**config.mk**
```make
export PLATFORM = sky130hd
export DESIGN_NAME = muldiv_unit
export DESIGN_NICKNAME = d
export VERILOG_FILES = /design/src/rtl/muldiv_pkg.sv /design/src/rtl/muldiv_signfix.sv /design/src/rtl/muldiv_unit.sv
export SDC_FILE = /design/constraint.sdc
export NUM_CORES = 1
export LEC_CHECK = 0
export CAP_MARGIN = 10
export CORE_UTILIZATION = 40
export CTS_BUF_LIST = sky130_fd_sc_hd__clkbuf_8
export DETAILED_ROUTE_END_ITERATION = 10
export REMOVE_ABC_BUFFERS = 1
export SETUP_SLACK_MARGIN = 0.05
export SLEW_MARGIN = 20
export SYNTH_ARGS = -nofsm -noshare
export SYNTH_HDL_FRONTEND = slang
export SYNTH_SLANG_ARGS = --single-unit
```
**constraint.sdc**
```tcl
create_clock -name clk -period 9.75 [get_ports clk]
set_input_delay 2.4375 -clock clk [delete_from_list [all_inputs] [get_ports clk]]
set_output_delay 2.4375 -clock clk [all_outputs]
set_load 0.02 [all_outputs]
```
**src/rtl/muldiv_pkg.sv**
```systemverilog
// -----------------------------------------------------------------------------
// muldiv_pkg
// Shared definitions for the multiply/divide unit: operation codes, FSM state
// encodings, the per-operation run configuration latched at acceptance, and a
// helper that classifies signed operations.
// -----------------------------------------------------------------------------
package muldiv_pkg;

   // Operation codes presented on op together with start
   localparam logic [3:0] OP_MULT  = 4'd0;
   localparam logic [3:0] OP_MULTU = 4'd1;
   localparam logic [3:0] OP_MADD  = 4'd2;
   localparam logic [3:0] OP_MADDU = 4'd3;
   localparam logic [3:0] OP_DIV   = 4'd4;
   localparam logic [3:0] OP_DIVU  = 4'd5;
   localparam logic [3:0] OP_MTHI  = 4'd6;
   localparam logic [3:0] OP_MTLO  = 4'd7;

   // FSM state encodings
   localparam logic [0:0] ST_IDLE = 1'b0;
   localparam logic [0:0] ST_RUN  = 1'b1;

   // What the iterative datapath must do once the last bit has been processed
   typedef struct packed {
      logic is_div;    // restoring divide instead of shift-add multiply
      logic is_madd;   // accumulate product into {hi,lo}
      logic neg_lo;    // negate product / quotient
      logic neg_hi;    // negate remainder
   } run_cfg_t;

   // Operations whose operands are two's-complement values
   function automatic logic op_is_signed(input logic [3:0] op);
      return (op == OP_MULT) || (op == OP_MADD) || (op == OP_DIV);
   endfunction

endpackage

```
**src/rtl/muldiv_signfix.sv**
```systemverilog
// -----------------------------------------------------------------------------
// muldiv_signfix
// All sign handling for the multiply/divide unit, purely combinational.
//   Operand side : converts a/b to magnitudes for signed ops and reports the
//                  sign of the product/quotient and of the remainder.
//   Result side  : conditionally negates the raw magnitude result held by the
//                  iteration register (full product, or {rem, quo}).
// Ports
//   i_op        operation code (selects signed vs unsigned interpretation)
//   i_a, i_b    raw operands
//   o_mag_a/b   operand magnitudes (unchanged for unsigned ops)
//   o_neg_prod  product / quotient must be negated
//   o_neg_rem   remainder must be negated (follows dividend sign)
//   i_raw       magnitude result {upper, lower}
//   i_neg_lo    negate full product / quotient
//   i_neg_hi    negate remainder
//   o_prod_fix  signed-corrected 2*WIDTH product
//   o_quo_fix   signed-corrected quotient (lower half of i_raw)
//   o_rem_fix   signed-corrected remainder (upper half of i_raw)
// -----------------------------------------------------------------------------
module muldiv_signfix
   import muldiv_pkg::*;
#(
   parameter int WIDTH = 32
) (
   input  logic [3:0]         i_op,
   input  logic [WIDTH-1:0]   i_a,
   input  logic [WIDTH-1:0]   i_b,
   output logic [WIDTH-1:0]   o_mag_a,
   output logic [WIDTH-1:0]   o_mag_b,
   output logic               o_neg_prod,
   output logic               o_neg_rem,
   input  logic [2*WIDTH-1:0] i_raw,
   input  logic               i_neg_lo,
   input  logic               i_neg_hi,
   output logic [2*WIDTH-1:0] o_prod_fix,
   output logic [WIDTH-1:0]   o_quo_fix,
   output logic [WIDTH-1:0]   o_rem_fix
);

   logic w_signed;
   logic w_sign_a;
   logic w_sign_b;

   assign w_signed = op_is_signed(i_op);
   assign w_sign_a = w_signed & i_a[WIDTH-1];
   assign w_sign_b = w_signed & i_b[WIDTH-1];

   // The most-negative value maps onto itself, which is still the correct
   // unsigned magnitude, so no special case is needed for it.
   assign o_mag_a    = w_sign_a ? -i_a : i_a;
   assign o_mag_b    = w_sign_b ? -i_b : i_b;
   assign o_neg_prod = w_sign_a ^ w_sign_b;
   assign o_neg_rem  = w_sign_a;

   assign o_prod_fix = i_neg_lo ? -i_raw : i_raw;
   assign o_quo_fix  = i_neg_lo ? -i_raw[WIDTH-1:0] : i_raw[WIDTH-1:0];
   assign o_rem_fix  = i_neg_hi ? -i_raw[2*WIDTH-1:WIDTH] : i_raw[2*WIDTH-1:WIDTH];

endmodule

```
**src/rtl/muldiv_unit.sv**
```systemverilog
// -----------------------------------------------------------------------------
// muldiv_unit
// Iterative MIPS-style Hi/Lo multiply/divide unit. Multiplies and divides run
// one bit per cycle on operand magnitudes; moves, divide-by-zero and unknown
// opcodes complete one edge after acceptance without entering RUN.
// WIDTH must be even and at least 8.
// Ports
//   clk          rising-edge clock
//   rst          asynchronous active-high reset
//   start        request, sampled only while busy=0
//   op           operation code (muldiv_pkg OP_*), sampled with start
//   a, b         operands, latched at acceptance
//   busy         iterative operation in progress
//   done         one-cycle completion pulse
//   div_by_zero  qualifies done: divide issued with b=0
//   hi, lo       architectural Hi / Lo registers
// -----------------------------------------------------------------------------
module muldiv_unit
   import muldiv_pkg::*;
#(
   parameter int WIDTH = 32
) (
   input  logic             clk,
   input  logic             rst,
   input  logic             start,
   input  logic [3:0]       op,
   input  logic [WIDTH-1:0] a,
   input  logic [WIDTH-1:0] b,
   output logic             busy,
   output logic             done,
   output logic             div_by_zero,
   output logic [WIDTH-1:0] hi,
   output logic [WIDTH-1:0] lo
);

   localparam int             CW       = $clog2(WIDTH + 1);
   localparam logic [CW-1:0]  CNT_LAST = CW'(WIDTH);

   // Iteration state
   logic [0:0]           r_state;
   logic [CW-1:0]        r_cnt;
   logic [2*WIDTH-1:0]   r_prod;   // multiply: {partial, multiplier}; divide: {rem, quo}
   logic [WIDTH-1:0]     r_opnd;   // multiplicand or divisor magnitude
   run_cfg_t             r_cfg;

   // Architectural state and completion flags
   logic [WIDTH-1:0]     r_hi;
   logic [WIDTH-1:0]     r_lo;
   logic                 r_done;
   logic                 r_dbz;

   // Single-cycle operations retire on the edge after acceptance
   logic                 r_qk_valid;
   logic                 r_qk_hi;
   logic                 r_qk_lo;
   logic                 r_qk_dbz;
   logic [WIDTH-1:0]     r_qk_data;

   // Sign handling
   logic [WIDTH-1:0]     w_mag_a;
   logic [WIDTH-1:0]     w_mag_b;
   logic                 w_neg_prod;
   logic                 w_neg_rem;
   logic [2*WIDTH-1:0]   w_prod_fix;
   logic [WIDTH-1:0]     w_quo_fix;
   logic [WIDTH-1:0]     w_rem_fix;

   // One-bit step datapath
   logic [WIDTH:0]       w_mul_sum;
   logic [2*WIDTH-1:0]   w_mul_next;
   logic [WIDTH:0]       w_rem_sh;
   logic                 w_ge;
   logic [WIDTH-1:0]     w_rem_sub;
   logic [WIDTH-1:0]     w_rem_new;
   logic [2*WIDTH-1:0]   w_div_next;
   logic [2*WIDTH-1:0]   w_acc_sum;

   muldiv_signfix #(.WIDTH(WIDTH)) u_signfix (
      .i_op       (op),
      .i_a        (a),
      .i_b        (b),
      .o_mag_a    (w_mag_a),
      .o_mag_b    (w_mag_b),
      .o_neg_prod (w_neg_prod),
      .o_neg_rem  (w_neg_rem),
      .i_raw      (r_prod),
      .i_neg_lo   (r_cfg.neg_lo),
      .i_neg_hi   (r_cfg.neg_hi),
      .o_prod_fix (w_prod_fix),
      .o_quo_fix  (w_quo_fix),
      .o_rem_fix  (w_rem_fix)
   );

   // Shift-add multiply: add the multiplicand into the upper half when the
   // current multiplier LSB is set, then shift the whole register right. The
   // carry out of the add becomes the new top bit.
   assign w_mul_sum  = {1'b0, r_prod[2*WIDTH-1:WIDTH]}
                     + (r_prod[0] ? {1'b0, r_opnd} : '0);
   assign w_mul_next = {w_mul_sum, r_prod[WIDTH-1:1]};

   // Restoring divide: shift the next dividend bit into the remainder and
   // subtract the divisor if it fits. The remainder stays below the divisor,
   // so a WIDTH-bit subtraction is exact whenever it is kept.
   assign w_rem_sh   = r_prod[2*WIDTH-1:WIDTH-1];
   assign w_ge       = (w_rem_sh >= {1'b0, r_opnd});
   assign w_rem_sub  = w_rem_sh[WIDTH-1:0] - r_opnd;
   assign w_rem_new  = w_ge ? w_rem_sub : w_rem_sh[WIDTH-1:0];
   assign w_div_next = {w_rem_new, r_prod[WIDTH-2:0], w_ge};

   // MADD accumulates into {hi,lo} as they stand at completion, wrapping
   assign w_acc_sum  = {r_hi, r_lo} + w_prod_fix;

   always_ff @(posedge clk or posedge rst) begin
      if (rst) begin
         r_state    <= ST_IDLE;
         r_cnt      <= '0;
         r_prod     <= '0;
         r_opnd     <= '0;
         r_cfg      <= '0;
         r_hi       <= '0;
         r_lo       <= '0;
         r_done     <= 1'b0;
         r_dbz      <= 1'b0;
         r_qk_valid <= 1'b0;
         r_qk_hi    <= 1'b0;
         r_qk_lo    <= 1'b0;
         r_qk_dbz   <= 1'b0;
         r_qk_data  <= '0;
      end else begin
         r_done     <= 1'b0;
         r_dbz      <= 1'b0;
         r_qk_valid <= 1'b0;

         if (r_qk_valid) begin
            r_done <= 1'b1;
            r_dbz  <= r_qk_dbz;
            if (r_qk_hi) r_hi <= r_qk_data;
            if (r_qk_lo) r_lo <= r_qk_data;
         end

         if (r_state == ST_RUN) begin
            if (r_cnt == CNT_LAST) begin
               r_state <= ST_IDLE;
               r_done  <= 1'b1;
               if (r_cfg.is_div) begin
                  r_hi <= w_rem_fix;
                  r_lo <= w_quo_fix;
               end else if (r_cfg.is_madd) begin
                  {r_hi, r_lo} <= w_acc_sum;
               end else begin
                  {r_hi, r_lo} <= w_prod_fix;
               end
            end else begin
               r_prod <= r_cfg.is_div ? w_div_next : w_mul_next;
               r_cnt  <= r_cnt + CW'(1);
            end
         end else if (start) begin
            // IDLE: accept. Also reached in the done cycle, giving back-to-back.
            r_qk_hi   <= 1'b0;
            r_qk_lo   <= 1'b0;
            r_qk_dbz  <= 1'b0;
            r_qk_data <= a;
            case (op)
               OP_MULT, OP_MULTU, OP_MADD, OP_MADDU: begin
                  r_state <= ST_RUN;
                  r_cnt   <= '0;
                  r_prod  <= {{WIDTH{1'b0}}, w_mag_b};
                  r_opnd  <= w_mag_a;
                  r_cfg   <= '{is_div:  1'b0,
                               is_madd: (op == OP_MADD) || (op == OP_MADDU),
                               neg_lo:  w_neg_prod,
                               neg_hi:  1'b0};
               end
               OP_DIV, OP_DIVU: begin
                  if (b == '0) begin
                     r_qk_valid <= 1'b1;
                     r_qk_dbz   <= 1'b1;
                  end else begin
                     r_state <= ST_RUN;
                     r_cnt   <= '0;
                     r_prod  <= {{WIDTH{1'b0}}, w_mag_a};
                     r_opnd  <= w_mag_b;
                     r_cfg   <= '{is_div:  1'b1,
                                  is_madd: 1'b0,
                                  neg_lo:  w_neg_prod,
                                  neg_hi:  w_neg_rem};
                  end
               end
               OP_MTHI: begin
                  r_qk_valid <= 1'b1;
                  r_qk_hi    <= 1'b1;
               end
               OP_MTLO: begin
                  r_qk_valid <= 1'b1;
                  r_qk_lo    <= 1'b1;
               end
               default: begin
                  r_qk_valid <= 1'b1;
               end
            endcase
         end
      end
   end

   assign busy        = (r_state == ST_RUN);
   assign done        = r_done;
   assign div_by_zero = r_dbz;
   assign hi          = r_hi;
   assign lo          = r_lo;

endmodule

```
==> flow_summary.json, run 1 <==
{
  "status": "complete, no violations",
  "syn2layout_area_growth_pct": 13.4,
  "place.gp.congestion": 0.954,
  "post_drt_wl_per_cell_um": 23.4,
  "fp.dieH_um": 232,
  "ir_drop_uv": 158,
  "worstSetupPathType": "flop to flop",
  "cts_buffer_depth": 3,
  "grt_pass1_vias": 19798,
  "synth_seq_cells": 209,
  "crit_family": "simple AND/OR/NAND/NOR gates",
  "cts_tree": "done",
  "fin_nets": 2970,
  "die_area_mm2": 0.0536,
  "vias": 21182,
  "start_util_pct": 40.8,
  "slew_headroom_pct": 24.7,
  "path_clk_slew_ns": 0.06,
  "crit_required_ns": 10.31,
  "grt_max_degree": 94,
  "grt_pass1_wl_mm": 122,
  "numPortBuffers": 137,
  "ys_warn_count": 0,
  "drt-initial-drc-count": 2230,
  "nFillCells": 5126,
  "tightest_slew_ns": 1.13,
  "synth_async_sr_flop_share_pct": 100,
  "synth_cells": 2701,
  "power_leakage_nw": 10.4,
  "finalCritPeriodShare_pct": 65.2,
  "synth_edf_count": 0,
  "cts_root_buf": "clkbuf_8",
  "syn_avg_cell_area_um2": 7.80,
  "synth_area_mm2": 0.0211,
  "vias_per_cell": 6.11,
  "drc": 0,
  "io_pins": 138,
  "arrival_ns": 6.92,
  "cts_resized": 0,
  "finalClockSkew_ns": 0.0340,
  "layout-drive-gt1-share_pct": 5.90,
  "holdBufCountCts": 0,
  "clk_latency_ns": 0.63,
  "final_antenna_net_count": 0,
  "min_path_type": "flop to flop",
  "numCtsBuffers": 44,
  "cts.sinks": 209,
  "die_w_um": 232,
  "fin_setup_tns_ns": 0,
  "slowest_stage": "or4_1",
  "rsz0062_at_grt": "no",
  "grt_overflow": 0,
  "path_cells": "or4_1, nor4_1, nand2_1, nor3_1, nand3_1, o21ai_0, xnor2_1, ha_1, nand2_1, nor2_1, a221oi_1, o22ai_1, a21oi_1, o211ai_1, nand4_1, nand2b_1, a21oi_1, mux4_2, nor2_1",
  "first_pass_iters": 8,
  "post_cts_buffers": 0,
  "finalWirelength_mm": 81.0,
  "design.core.area_mm2": 0.0517,
  "dpl.hpwl_mm": 62.2,
  "path_max_fanout": 14,
  "p_per_area_mw_per_mm2": 445,
  "slew_viol_final": 0,
  "synth_ff_type": "dfrtp_1",
  "rrSetupSlack_ns": 3.39,
  "grt_antenna_before_repair": 2,
  "drv_cap": 0,
  "htree_num_levels": 2,
  "yosysSeqAreaShare_pct": 24.8,
  "fin_hold_ws_ns": 0.490,
  "fmax_mhz": 157,
  "hold_viol": 0,
  "worst-path-buf-inv": 0,
  "startpoint_type": "flop",
  "critPathCaptureType": "flop",
  "grtUsageTotal_pct": 29.6,
  "fin_crit_ns": 6.36,
  "ys_types": 80,
  "row_count": 83,
  "critPathMaxStageDelay_ns": 0.61,
  "setup_viol": 0
}
[per-layer routing]
metal / up-vias / track usage [%] / wire length [um]
met2: 871 / 43.5 / 34300
met3: 138 / 3.70 / 5360
met1: 10212 / 43.1 / 37800
met4: 0 / 12.6 / 3510
met5: - / 0 / 0
li1: 9961 / - / -
[worst register-to-register path: cells and delay by family, from the launching register on]
kind / cells / cell delay [ns]
multiplexers: 1 / 0.31
XOR/XNOR: 1 / 0.26
AO/OA/AOI/OAI: 6 / 1.91
flip-flops: 1 / 0.44
AND/OR/NAND/NOR: 10 / 3.00
adder cells (fa/ha/maj): 1 / 0.39
[metrics by stage]
step	std cells	total power [W]	worst slack [ns]	util, %	instance area [um^2]
after floorplan	2543	0.00713	1.60	-	20500
after global placement	3383	0.00928	3.09	44.3	22900
after detailed placement	3383	0.00936	3.04	44.3	22900
after CTS	3462	0.0105	3.50	46.2	23900
after global routing	3463	0.0114	3.07	46.2	23900
final	3464	0.0106	3.39	46.2	23900
[registers in the layout, indices dropped and copies added, names as in the netlist]
signal       count
r_qk_data       32
r_qk_valid       1
busy             1
r_prod          64
r_qk_hi          1
r_cfg            4
r_cnt            6
hi              32
r_qk_lo          1
r_qk_dbz         1
lo              32
done             1
r_opnd          32
div_by_zero      1
[where the power goes]
group	internal [W]	switching [W]	leakage, nW	total (W)
clock network	0.000609	0.000450	0.549	0.00106
registers	0.00129	0.000765	2.57	0.00205
logic	0.00303	0.00449	7.31	0.00752
[cell families after synthesis]
logic type,share of synthesized area [%]
compound gates,27.1
buf+inv,4.57
fa+ha+maj,9.01
simple gates,18.5
flops,24.8
mux,5.71
xor+xnor,10.3
[cells in the final DEF (no fill, tap or decap), types with 20 or more instances in the layout]
cell type,instances
dfrtp_1,206
nand3_1,45
o21bai_1,20
clkdlybuf4s50_1,137
nand2_1,326
inv_1,105
a31oi_1,23
and3_1,27
a211oi_1,85
ha_1,147
o21ai_0,156
nor3_1,42
xor2_1,98
o221ai_1,33
a21o_1,74
buf_4,23
mux2i_1,82
o31ai_1,35
xnor2_1,151
nand4_1,31
or3_1,20
nor2b_1,29
nor2_1,232
mux2_2,32
clkbuf_8,61
a21oi_1,263
[layout make-up]
type / instances / area (um^2) / area share [%]
Antenna cell: 2 / 5.00 / 0.0209
Clock buffer: 61 / 840 / 3.51
Clock inverter: 18 / 139 / 0.581
Inverter: 96 / 368 / 1.54
Multi-Input combinational cell: 2238 / 14900 / 62.4
Sequential cell: 209 / 5240 / 21.9
Tap cell: 680 / 851 / 3.56
Timing Repair Buffer: 160 / 1540 / 6.46
[path summary, 6_finish.rpt]
kind	start	end	cells after the start
min reg2reg	r_cfg[0]$_DFFE_PP0P_	r_cfg[0]$_DFFE_PP0P_	2
max reg2reg	r_prod[5]$_DFFE_PP0P_	hi[31]$_DFF_PP0_	19
min in group asynchronous	rst	hi[21]$_DFF_PP0_	2
max	r_prod[5]$_DFFE_PP0P_	hi[31]$_DFF_PP0_	19
min	r_cfg[0]$_DFFE_PP0P_	r_cfg[0]$_DFFE_PP0P_	2
max in group asynchronous	rst	r_cfg[3]$_DFFE_PP0P_	3
[synth_stat cells (15+ instances only)]
library cell    n  share of area (%)
nand2_1       328                5.8
xnor2_1       151                6.3
a21oi_1       263                6.2
o31ai_1        35                1.2
xor2_1         98                4.1
clkbuf_1      142                2.5
o41ai_1        19               0.79
o21ai_0       156                3.7
nor2_1        234                4.2
o21bai_1       20               0.71
a31oi_1        23               0.68
mux2i_1        82                3.9
nor3_1         42                1.0
a221oi_1       19               0.79
o21a_1         18               0.64
nand2b_1       18               0.53
a22o_1         15               0.62
nor2b_1        30               0.89
or3_1          20               0.59
a21o_1         74                2.6
ha_1          147                8.7
a211oi_1       86                3.1
inv_1          95                1.7
dfrtp_1       209                 25
mux2_2         32                1.7
nand4_1        31               0.92
nand3_1        46                1.1
o221ai_1       33                1.4
and3_1         27               0.80
Note: power is estimated with default switching activity, not from simulation.
==> run 2, diff against run 1 <==
==> constraint.sdc (replaced) <==
create_clock -name clk -period 5.5 [get_ports clk]
set_input_delay 1.375 -clock clk [delete_from_list [all_inputs] [get_ports clk]]
set_output_delay 1.375 -clock clk [all_outputs]
set_load 0.02 [all_outputs]
==> run 2 against run 1 <==
- clock skew is 0.0055 ns higher
- final area increased by 2.3%
- critical endpoint is now hi[5]$_DFF_PP0_
- via count up 1.9%
- routed wire length is 4.4% higher
- global-route usage up 1.3 points
- setup slack got worse by 3.2 ns
==> flow_summary.json, run 2 (synthesis gave the netlist of run 1 again) <==
{
  "hold_viol": 0,
  "clk_latency_ns": 0.65,
  "worst-path-buf-inv": 1,
  "finalClockSkew_ns": 0.0395,
  "ir_drop_uv": 313,
  "finalCritPeriodShare_pct": 96.0,
  "drc": 0,
  "drt-initial-drc-count": 2162,
  "stdcell_area_mm2": 0.0245,
  "min_path_type": "flop to flop",
  "wl_met3_mm": 6.52,
  "met2WireLength_mm": 35.0,
  "place_area_mm2": 0.0233,
  "switchingPower_w": 0.0104,
  "fin_nets": 3016,
  "clock_power_share_pct": 10.4,
  "numCtsBuffers": 44,
  "syn2layout_area_growth_pct": 16.0,
  "finalWirelength_mm": 84.5,
  "final_common_cell": "nand2_1",
  "final_cell_mix": "nand2_1, a21oi_1, nor2_1",
  "critPathCaptureType": "flop",
  "fin_crit_ns": 5.28,
  "crit_top_cell": "a21oi_1",
  "p_int_w": 0.00908,
  "holdBufCountCts": 0,
  "p_per_area_mw_per_mm2": 798,
  "grt_max_degree": 101,
  "arrival_ns": 5.74,
  "tightest_slew_ns": 1.08,
  "slew_viol_final": 0,
  "post_cts_buffers": 0,
  "setup_ws_ns": 0.222,
  "start_util_pct": 40.8,
  "numPortBuffers": 137,
  "top_layer": "met4",
  "htree_num_levels": 2,
  "largest_register_ffs": 64,
  "pre_cts_ws_ns": 0.185,
  "row_count": 83,
  "die_w_um": 232,
  "grtUsageTotal_pct": 30.9,
  "grt_overflow": 0,
  "grt_pass1_wl_mm": 126,
  "cts_resized": 0,
  "vias": 21588,
  "fmax_mhz": 189,
  "die_area_mm2": 0.0536,
  "startpoint_type": "flop",
  "critPathMaxStageDelay_ns": 0.60,
  "slowest_stage": "or4_1",
  "cts_tree": "done",
  "cts.sinks": 209,
  "cts_buffer_depth": 3,
  "switching_share_pct": 53.4,
  "grt_antenna_before_repair": 1,
  "path_max_fanout": 5,
  "setup_viol": 0,
  "final_antenna_net_count": 0,
  "drv_cap": 0,
  "place.gp.congestion": 0.973,
  "status": "complete, no violations",
  "p_comb_share_pct": 71.7,
  "p_seq_share_pct": 17.9,
  "design.core.area_mm2": 0.0517,
  "post_drt_wl_per_cell_um": 24.1,
  "grt_pass1_vias": 20219,
  "power_leakage_nw": 10.7,
  "crit_family": "compound AO/OA/AOI/OAI gates",
  "regMostFlops": "r_prod",
  "slew_headroom_pct": 28.0,
  "layout-drive-gt1-share_pct": 8.16,
  "dpl.hpwl_mm": 65.4,
  "path_clk_slew_ns": 0.06,
  "worstSetupPathType": "flop to flop",
  "fp.dieH_um": 232,
  "rsz0062_at_grt": "yes",
  "first_pass_iters": 7,
  "fin_setup_tns_ns": 0,
  "nFillCells": 5111,
  "path_cells": "or4_1, o41ai_1, xnor2_1, ha_1, a21oi_1, nand2_1, o311ai_0, nand3_1, a31oi_1, buf_4, o21a_1, a21oi_1, xnor2_1, o22ai_1, a211oi_1, a21oi_1",
  "finalPower_w": 0.0195,
  "cts_root_buf": "clkbuf_8",
  "crit_required_ns": 5.96,
  "io_pins": 138,
  "vias_per_cell": 6.15,
  "m1WireLength_mm": 38.6
}
run 2: tightest hold or removal path: cells and delay by family (launching register included):
family	cells	cell delay [ns]
AO/OA/AOI/OAI	1	0.06
flip-flops	1	0.34
AND/OR/NAND/NOR	1	0.05
run 2: final timing paths:
path / startpoint / endpoint / slack (ns) / cells past startpoint
worst min-delay path: r_opnd[17]$_DFFE_PP0P_ / r_opnd[17]$_DFFE_PP0P_ / 0.49 / 2
min in group asynchronous: rst / hi[21]$_DFF_PP0_ / 1.25 / 2
worst min register to register: r_opnd[17]$_DFFE_PP0P_ / r_opnd[17]$_DFFE_PP0P_ / 0.49 / 2
worst max-delay path: r_prod[5]$_DFFE_PP0P_ / hi[5]$_DFF_PP0_ / 0.22 / 16
max in group asynchronous: rst / r_cfg[3]$_DFFE_PP0P_ / 3.24 / 3
worst max register to register: r_prod[5]$_DFFE_PP0P_ / hi[5]$_DFF_PP0_ / 0.22 / 16
run 2: per-stage QoR:
step	hold WS, ns	instances	utilization, %
floorplan	0.442	2543	-
global route	0.513	3512	47.3
global placement	0.473	3429	45.0
CTS	0.491	3511	47.1
finish	0.491	3512	47.3
detailed placement	0.478	3429	45.0
run 2: per-layer routing:
layer  vias up  global-route usage (%)
li1      10074                       -
met1     10379                    45.5
met2       972                    44.1
met3       163                    3.64
met4         0                    15.3
met5         -                       0
run 2: final cells by class:
type	instances	area, um^2	share of cell area (%)
Antenna cell	1	2.50	0.0102
Inverter	96	368	1.50
Clock buffer	62	853	3.49
Multi-Input combinational cell	2238	15000	61.4
Clock inverter	20	205	0.839
Timing Repair Buffer	206	1930	7.88
Tap cell	680	851	3.48
Sequential cell	209	5240	21.4
run 2: power by group through the flow:
stage | registers (W) | logic [W] | clock network (W)
6_report | 0.00350 | 0.0140 | 0.00202
5_1_grt | 0.00356 | 0.0152 | 0.00211
4_1_cts | 0.00344 | 0.0136 | 0.00206
3_5_place_dp | 0.00347 | 0.0135 | 0
3_3_place_gp | 0.00344 | 0.0134 | 0
2_1_floorplan | 0.00339 | 0.00925 | 0
==> run 3, diff against run 2 <==
--- a/config.mk
+++ b/config.mk
@@ -6,9 +6,10 @@
 export NUM_CORES = 1
 export LEC_CHECK = 0
 export CAP_MARGIN = 10
-export CORE_UTILIZATION = 40
+export CORE_UTILIZATION = 50
 export CTS_BUF_LIST = sky130_fd_sc_hd__clkbuf_8
 export DETAILED_ROUTE_END_ITERATION = 10
+export PLACE_DENSITY = 0.72
 export REMOVE_ABC_BUFFERS = 1
 export SETUP_SLACK_MARGIN = 0.05
 export SLEW_MARGIN = 20
==> run 3 against run 2 <==
- routed wire length down 5.3%
- via count up 1.0%
- sequential power down 1%
- total power down 1.2%
- utilization up 11 points
- critical endpoint is now hi[29]$_DFF_PP0_
- critical path depth up 4
- first-iteration DRC count up 12%
- combinational power about the same
- hold slack worse by 0.0022 ns
- sequential cell count unchanged
- setup slack better by 0.071 ns
==> flow_summary.json, run 3 (synthesis gave the netlist of run 1 again) <==
{
  "cts_tree": "done",
  "largest_register_ffs": 64,
  "arrival_ns": 5.75,
  "design.core.area_mm2": 0.0412,
  "slew_headroom_pct": 22.7,
  "regMostFlops": "r_prod",
  "ir_drop_uv": 439,
  "power_leakage_nw": 10.6,
  "drc": 0,
  "cts.sinks": 209,
  "crit_family": "compound AO/OA/AOI/OAI gates",
  "min_path_type": "flop to flop",
  "finalWirelength_mm": 80.1,
  "timing.rr.end": "hi[29]$_DFF_PP0_",
  "vias_per_cell": 6.50,
  "hold_depth": 2,
  "pre_cts_ws_ns": 0.173,
  "critPathLaunch": "r_prod[33]$_DFFE_PP0P_",
  "startpoint_type": "flop",
  "cp_num_cells": 20,
  "drt-initial-drc-count": 2411,
  "nFillCells": 3848,
  "hold_viol": 0,
  "grt_pass1_vias": 20137,
  "grt_pass1_wl_mm": 121,
  "p_per_area_mw_per_mm2": 797,
  "placed_cells_incl_taps": 3276,
  "fin_nets": 3011,
  "tightest_slew_ns": 1.16,
  "hold-path-endpoint": "r_opnd[13]$_DFFE_PP0P_",
  "r2r-start": "r_prod[33]$_DFFE_PP0P_",
  "place.gp.congestion": 0.983,
  "status": "complete, no violations",
  "fin_hold_ws_ns": 0.489,
  "numCtsBuffers": 44,
  "multi_input_area_mm2": 0.0150,
  "fp.dieH_um": 207,
  "setup_ws_ns": 0.293,
  "n_antenna_cell": 0,
  "r2r.worst_path.cells": 20,
  "syn2layout_area_growth_pct": 14.7,
  "numPortBuffers": 137,
  "grt_overflow": 0,
  "holdBufCountCts": 0,
  "final_cell_mix": "nand2_1, a21oi_1, nor2_1",
  "critPathCaptureType": "flop",
  "layout.cells.non_filler": 3357,
  "clk_latency_ns": 0.67,
  "slew_viol_final": 0,
  "htree_num_levels": 2,
  "dpl.hpwl_mm": 61.5,
  "post_drt_wl_per_cell_um": 23.8,
  "path_cells": "inv_1, ha_1, inv_1, or3_1, or4b_1, nor2_4, nand2_2, or3_1, o21ai_2, xnor2_1, ha_2, a21o_1, a21o_1, a21oi_1, o21ai_0, a221o_1, a221o_1, xor2_1, nand2_1, a21oi_1",
  "final_antenna_net_count": 0,
  "io_pins": 138,
  "ff_latch_area_mm2": 0.00524,
  "layout-drive-gt1-share_pct": 8.35,
  "crit_required_ns": 6.04,
  "worst-path-buf-inv": 2,
  "die_w_um": 207,
  "min-delay-start": "r_opnd[13]$_DFFE_PP0P_",
  "grtUsageTotal_pct": 36.4,
  "finalClockSkew_ns": 0.0547,
  "finalCritPeriodShare_pct": 94.7,
  "path_max_fanout": 9,
  "slowest_stage": "or4b_1",
  "path_clk_slew_ns": 0.07,
  "fin_crit_ns": 5.21,
  "critPathMaxStageDelay_ns": 0.59,
  "cts_buffer_depth": 3,
  "first_pass_iters": 7,
  "setup_viol": 0,
  "die_area_mm2": 0.0430,
  "start_util_pct": 51.2,
  "drv_cap": 0,
  "fmax_mhz": 192,
  "rsz0062_at_grt": "yes",
  "row_count": 74,
  "vias": 21807,
  "grt_antenna_before_repair": 0,
  "rrSetupSlack_ns": 0.29,
  "cts_root_buf": "clkbuf_8",
  "final_common_cell": "nand2_1",
  "grt_max_degree": 113,
  "worstSetupPathType": "flop to flop"
}
## run 3: changes by cell type in the layout (fill, tap and decap cells not counted), moves of 2 or more
cell | before | now
clkbuf_8 | 62 | 55
clkinv_2 | 6 | 10
buf_4 | 66 | 63
clkinvlp_4 | 0 | 3
nand2_1 | 326 | 323
nand2_2 | 2 | 5
a221oi_1 | 19 | 17
a221oi_2 | 0 | 2
buf_12 | 3 | 1
ha_4 | 2 | 0
nor2_1 | 232 | 230
o41ai_1 | 18 | 16
o41ai_2 | 1 | 3
## run 3: power by group
group / internal, W / switching [W] / total, W
registers: 0.00228 / 0.00118 / 0.00346
logic: 0.00560 / 0.00824 / 0.0138
clock network: 0.00114 / 0.000839 / 0.00198
## run 3: worst max-delay path by stage
| stage | end |
|---|---|
| 4_1_cts | hi[29]$_DFF_PP0_ |
| 3_3_place_gp | hi[15]$_DFF_PP0_ |
| 6_report | hi[29]$_DFF_PP0_ |
| 3_5_place_dp | hi[29]$_DFF_PP0_ |
| 5_1_grt | hi[29]$_DFF_PP0_ |
| 2_1_floorplan | busy$_DFF_PP0_ |
## run 3: through the flow
stage	util [%]	cell area (um^2)	total power, W	TNS (ns)
after detailed placement	55.9	23000	0.0167	0
final	58.7	24200	0.0193	0
after global placement	55.9	23000	0.0166	0
after global routing	58.7	24200	0.0206	0
after floorplan	-	20500	0.0126	-390.74
after CTS	58.4	24100	0.0188	0
## run 3: cell type report
cell class              count  area share, %
well taps                 532           2.75
multi-input cells        2238           62.2
clock buffers              55           3.13
inverters                  96           1.52
clock inverters            26           1.07
repair buffers            201           7.71
flip-flops and latches    209           21.7
## run 3: worst reg2reg max path, cell delays in order (launching register included)
cell and delay (ns):
dfrtp_2 0.50, inv_1 0.14, ha_1 0.22, inv_1 0.08, or3_1 0.36, or4b_1 0.59
nor2_4 0.17, nand2_2 0.11, or3_1 0.38, o21ai_2 0.19, xnor2_1 0.15, ha_2 0.36
a21o_1 0.20, a21o_1 0.17, a21oi_1 0.17, o21ai_0 0.17, a221o_1 0.35, a221o_1 0.38
xor2_1 0.14, nand2_1 0.07, a21oi_1 0.18
## run 3: timing repair
action | CTS | global route
resized for setup | 0 | 28
setup endpoints to repair | 0 | 17
setup buffers | 0 | 0
## run 3: per-layer routing
metal	up-vias	wire [um]	global-route usage (%)
met5	-	0	0
met2	1100	33400	53.0
li1	10051	-	-
met4	0	3790	15.9
met1	10508	35100	52.3
met3	148	7770	6.67
